File: src/rtl/lsu_pkg.sv
// lsu_pkg: shared constants, state type and store-lane helper for the load/store unit
package lsu_pkg;
  localparam logic [2:0] F3_B  = 3'b000;
  localparam logic [2:0] F3_H  = 3'b001;
  localparam logic [2:0] F3_W  = 3'b010;
  localparam logic [2:0] F3_BU = 3'b100;
  localparam logic [2:0] F3_HU = 3'b101;
  typedef enum logic [1:0] {IDLE, REQ, WAIT, DONE} lsu_state_t;
  typedef struct packed {
    logic [3:0]  strb;
    logic [31:0] data;
  } lanes_t;
  function automatic lanes_t store_lanes(input logic [2:0] f3, input logic [1:0] off, input logic [31:0] d);
    lanes_t l;
    l.strb = f3 == F3_W ? 4'b1111 : f3 == F3_H ? 4'b0011 << {off[1], 1'b0} : 4'b0001 << off;
    l.data = f3 == F3_W ? d : f3 == F3_H ? {2{d[15:0]}} : {4{d[7:0]}};
    return l;
  endfunction
endpackage

File: src/rtl/lsu_load_align.sv
// lsu_load_align: selects the addressed byte/halfword of a read word and extends it
module lsu_load_align
  import lsu_pkg::*;
(
  input  logic [31:0] rdata,
  input  logic [1:0]  offset,
  input  logic [2:0]  funct3,
  output logic [31:0] result
);
  logic [7:0]  b;
  logic [15:0] h;
  assign b = rdata[{offset, 3'b000} +: 8];
  assign h = offset[1] ? rdata[31:16] : rdata[15:0];
  always_comb begin
    result = funct3 == F3_B  ? {{24{b[7]}}, b} :
             funct3 == F3_BU ? {24'b0, b} :
             funct3 == F3_H  ? {{16{h[15]}}, h} :
             funct3 == F3_HU ? {16'b0, h} : rdata;
  end
endmodule

File: src/rtl/load_store_unit.sv
// load_store_unit: MEM-stage unit issuing one valid/ready bus access per load/store
module load_store_unit
  import lsu_pkg::*;
#(
  parameter int ADDR_W = 32
) (
  input  logic              clk,
  input  logic              rst_n,
  input  logic              mem_read,
  input  logic              mem_write,
  input  logic [2:0]        funct3,
  input  logic [ADDR_W-1:0] addr,
  input  logic [31:0]       store_data,
  input  logic [4:0]        rd,
  output logic              lsu_stall,
  output logic              load_valid,
  output logic [31:0]       load_data,
  output logic [4:0]        load_rd,
  output logic              lsu_fault,
  output logic              bus_req_valid,
  input  logic              bus_req_ready,
  output logic              bus_req_write,
  output logic [ADDR_W-1:0] bus_req_addr,
  output logic [31:0]       bus_req_wdata,
  output logic [3:0]        bus_req_wstrb,
  input  logic              bus_rsp_valid,
  input  logic [31:0]       bus_rsp_rdata
);
  lsu_state_t  state;
  logic [1:0]  off;
  logic [2:0]  f3;
  logic [31:0] aligned;
  logic        access, legal, idle;
  lanes_t      lanes;

  assign access = mem_read | mem_write;
  assign legal = (funct3 == F3_B) | ((funct3 == F3_H) & !addr[0]) |
                 ((funct3 == F3_W) & (addr[1:0] == 2'b00)) |
                 (!mem_write & ((funct3 == F3_BU) | ((funct3 == F3_HU) & !addr[0])));
  assign idle = state == IDLE;
  assign lsu_stall = (idle & access & legal) | (state == REQ) | (state == WAIT);
  assign lsu_fault = idle & access & !legal;
  assign bus_req_valid = state == REQ;
  assign load_valid = (state == DONE) & !bus_req_write;
  assign lanes = store_lanes(funct3, addr[1:0], store_data);

  lsu_load_align u_align (
    .rdata (bus_rsp_rdata),
    .offset(off),
    .funct3(f3),
    .result(aligned)
  );

  always_ff @(posedge clk) begin
    if (!rst_n) begin
      state <= IDLE;
      off <= '0;
      f3 <= '0;
      load_data <= '0;
      load_rd <= '0;
      bus_req_write <= 1'b0;
      bus_req_addr <= '0;
      bus_req_wdata <= '0;
      bus_req_wstrb <= '0;
    end else begin
      case (state)
        IDLE: if (access && legal) begin
          state <= REQ;
          off <= addr[1:0];
          f3 <= funct3;
          load_rd <= mem_read ? rd : load_rd;
          bus_req_write <= mem_write;
          bus_req_addr <= {addr[ADDR_W-1:2], 2'b00};
          bus_req_wdata <= mem_write ? lanes.data : '0;
          bus_req_wstrb <= mem_write ? lanes.strb : '0;
        end
        REQ: if (bus_req_ready) state <= WAIT;
        // responses are only meaningful here; anything seen in other states is dropped
        WAIT: if (bus_rsp_valid) begin
          state <= DONE;
          load_data <= bus_req_write ? load_data : aligned;
        end
        default: state <= IDLE;
      endcase
    end
  end
endmodule
File: config.mk
export PLATFORM = sky130hd
export DESIGN_NAME = load_store_unit
export DESIGN_NICKNAME = d
export VERILOG_FILES = /design/src/rtl/lsu_pkg.sv /design/src/rtl/lsu_load_align.sv /design/src/rtl/load_store_unit.sv
export SDC_FILE = /design/constraint.sdc
export NUM_CORES = 1
export LEC_CHECK = 0
export CORE_ASPECT_RATIO = 0.8
export CORE_MARGIN = 2
export CORE_UTILIZATION = 38
export DETAILED_ROUTE_END_ITERATION = 8
export GPL_TIMING_DRIVEN = 0
export PLACE_DENSITY_LB_ADDON = 0.25
export SYNTH_ARGS = -nofsm -noshare
export SYNTH_HDL_FRONTEND = slang
export SYNTH_SLANG_ARGS = --single-unit
File: constraint.sdc
create_clock -name clk -period 2.7 [get_ports clk]
set_clock_uncertainty 0.05 [all_clocks]
set_input_delay 0.81 -clock clk [delete_from_list [all_inputs] [get_ports clk]]
set_output_delay 0.81 -clock clk [all_outputs]
set_load 0.05 [all_outputs]
==> impl_metrics.env <==
export IMPL_gr_total_overflow=0
export IMPL_rsz0062_at_grt="true"
export IMPL_die_area_sq_um=14010
export IMPL_dr_pass1_iters=4
export IMPL_yosysWarnings=0
export IMPL_route_vias_total=5063
export IMPL_slew_violations=0
export IMPL_routed_wire_length_per_instance_um=17.10
export IMPL_fp_coreArea_sq_um=12820
export IMPL_setup_tns_final_ns=-0.3568
export IMPL_critPathKind="in -> out"
export IMPL_syn_instance_count=561
export IMPL_static_leakage_power_nw=3.015
export IMPL_clkLatencyLatePin_ns=0.35
export IMPL_detail_route_antenna_nets=0
export IMPL_viasPerCell=5.214
export IMPL_layout_drive_gt1_share=0.08417
export IMPL_library_cell_with_the_highest_instance_count_after_synthesis="nand2_1"
export IMPL_finalWorstPathRequiredPeriod_ns=2.946
export IMPL_crit_path_end_kind="primary output"
export IMPL_drtIter0Drc=240
export IMPL_synth_sequential_area_ratio=0.4471
export IMPL_final_hold_worst_slack_ns=0.4070
export IMPL_sequential_cell_area_sq_um=2222
export IMPL_nFillCells=1113
export IMPL_report_power_total_w=0.005278
export IMPL_synth_cell_area_sq_um=4970
export IMPL_final_setup_worst_slack_ns=-0.2457
export IMPL_drcViolationCount=0
export IMPL_areaGrowthSynthToFinish_pct=55.04
export IMPL_max_freq_mhz=339.5
export IMPL_power_per_cell_area_nw_per_um2=685.0
export IMPL_clock_sink_count=111
export IMPL_place_detailed_hpwl_um=12840
export IMPL_yosys_top_cells_area="dfxtp_1 (45%), nand2_1 (8.8%), a21oi_1 (6.7%)"
export IMPL_route_layer_met1_wl_um=7408
export IMPL_multi_input_comb_area_sq_um=2484
export IMPL_worst_setup_hold_path_clk_slew_ns=0.08
export IMPL_num_io_pins=220
export IMPL_required_ns=1.84
export IMPL_slew_limit_headroom=0.6161
export IMPL_gp_congestion=0.9148
export IMPL_chipWidth_um=131.9
export IMPL_yosysTopAreaCell="dfxtp_1"
export IMPL_synthesis_area_per_instance_sq_um=8.859
export IMPL_antenna_violations_before_repair=0
export IMPL_synthDominantCellAreaShare=0.4471
export IMPL_top_signal_layer_used="met4"
export IMPL_number_of_hold_repair_buffers_added_at_the_cts_stage=0
export IMPL_final_util=0.6008
export IMPL_ir_drop_uv=379.8
export IMPL_finalSetupViolations=2
export IMPL_ctsRootBufferMaster="clkbuf_16"
export IMPL_buffer_ports_inserted=215
export IMPL_row_count=37
export IMPL_max_slew_worst_pin_slew_ns=0.5740
export IMPL_violations="negative setup slack"
export IMPL_critPathLaunchType="primary input"
export IMPL_cts_tree="yes"
export IMPL_cts_path_max_buffers=2
export IMPL_placed_cell_area_sq_um=7373
export IMPL_synth_main_ff_cell="dfxtp_1"
export IMPL_outcome="finished with violations"
export IMPL_grt_usage=0.2325
export IMPL_wl_met3_um=1342
export IMPL_count_of_flip_flops_with_a_built_in_enable_after_synthesis=0
export IMPL_initial_utilization=0.3875
export IMPL_cts_buffers=9
export IMPL_tcrit_tclk_final=1.091
export IMPL_drv_cap=0
export IMPL_totalWireLength_um=16600
export IMPL_netlist_top_cells_count="nand2_1 (117), dfxtp_1 (111), a21oi_1 (67), clkbuf_1 (31)"
export IMPL_post_synth_num_cell_types=48
export IMPL_grt_pass1_wl_um=26330
export IMPL_timing_final_hold_violations=0
export IMPL_routed_wl_met2_um=7495
export IMPL_cp_max_fo=8
export IMPL_worst_ep_arrival_time_ns=2.09
export IMPL_synth_seq_cells=111
export IMPL_async_reset_ff_frac=0
export IMPL_num_antenna_cells=0
export IMPL_post_route_cell_area_sq_um=7705
export IMPL_pin_count_of_the_biggest_net_entering_global_routing=20
export IMPL_cts_htree_levels=3
export IMPL_layout_nets=907
export IMPL_worstHoldPathType="reg -> reg"
export IMPL_grt_pass1_vias=5153
export IMPL_floorplan_die_height_um=106.3
metal layers:
layer	vias up	track usage
met5	-	0
met4	0	0.07298
met3	31	0.07487
met2	222	0.3731
met1	2343	0.2981
li1	2467	-
state kept, by name, summed over array words and instances (netlist names):
| register | count |
|---|---|
| bus_req_addr | 30 |
| bus_req_wdata | 32 |
| bus_req_write | 1 |
| bus_req_wstrb | 4 |
| f3 | 3 |
| load_data | 32 |
| load_rd | 5 |
| off | 2 |
| state | 2 |
critical path: stages:
cell and delay, ns:
buf_6 0.11, or4_4 0.53, a211oi_4 0.25, buf_6 0.13, or3_4 0.12, buf_8 0.14
stage by stage:
step	setup WS [ns]	std cells
2_1_floorplan	-0.2281	562
3_3_place_gp	-1.505	952
3_5_place_dp	-1.548	952
4_1_cts	-0.2866	971
5_1_grt	-0.2771	971
6_report	-0.2457	971
cell families (layout without fill, tap and decap cells):
group / Yosys count / after routing / share of synthesized area
DFF: 111 / 111 / 0.4471
AOI/OAI and AO/OA: 176 / 176 / 0.2364
other: 1 / 2 / 0.0007546
muxes: 35 / 35 / 0.09089
adders and majority gates: 5 / 5 / 0.01259
buffers and inverters: 60 / 294 / 0.06042
and+or+nand+nor: 173 / 173 / 0.1518
power breakdown:
group | internal [W] | switching [W]
registers | 0.00182 | 0.000109
logic | 0.000778 | 0.00130
clock network | 0.000638 | 0.000634
total | 0.00324 | 0.00204
cell type report:
cell class / count / share of cell area
Multi-Input combinational cell: 391 / 0.3223
Sequential cell: 111 / 0.2884
Timing Repair Buffer: 219 / 0.2842
Buffer: 50 / 0.03556
Clock buffer: 9 / 0.02923
Tap cell: 175 / 0.02842
Clock inverter: 6 / 0.006983
Inverter: 10 / 0.004872
layout by cell type (no fill, tap or decap), types with 14 or more instances in the layout:
master / n
clkdlybuf4s50_1: 206
nand2_1: 117
dfxtp_1: 111
a21oi_1: 67
clkbuf_1: 30
o21ai_0: 26
mux2i_1: 26
or3_1: 16
a22o_1: 16
o211a_1: 14
timing repair:
item | CTS | global route
gates resized for setup | 37 | 5
setup buffers | 4 | 0
setup endpoints to repair | 23 | 3
pin swaps | 5 | 4
final timing paths:
| path | start | to | slack (ns) | cells past startpoint |
|---|---|---|---|---|
| worst max-delay path | funct3[2] | lsu_stall | -0.25 | 6 |
| worst min-delay path | bus_req_addr[21] | bus_req_addr[21] | 0.41 | 2 |
| worst max register to register | state[1] | bus_req_wstrb[0] | 0.59 | 6 |
| worst min register to register | bus_req_addr[21] | bus_req_addr[21] | 0.41 | 2 |
(Power assumes the default switching activity.)
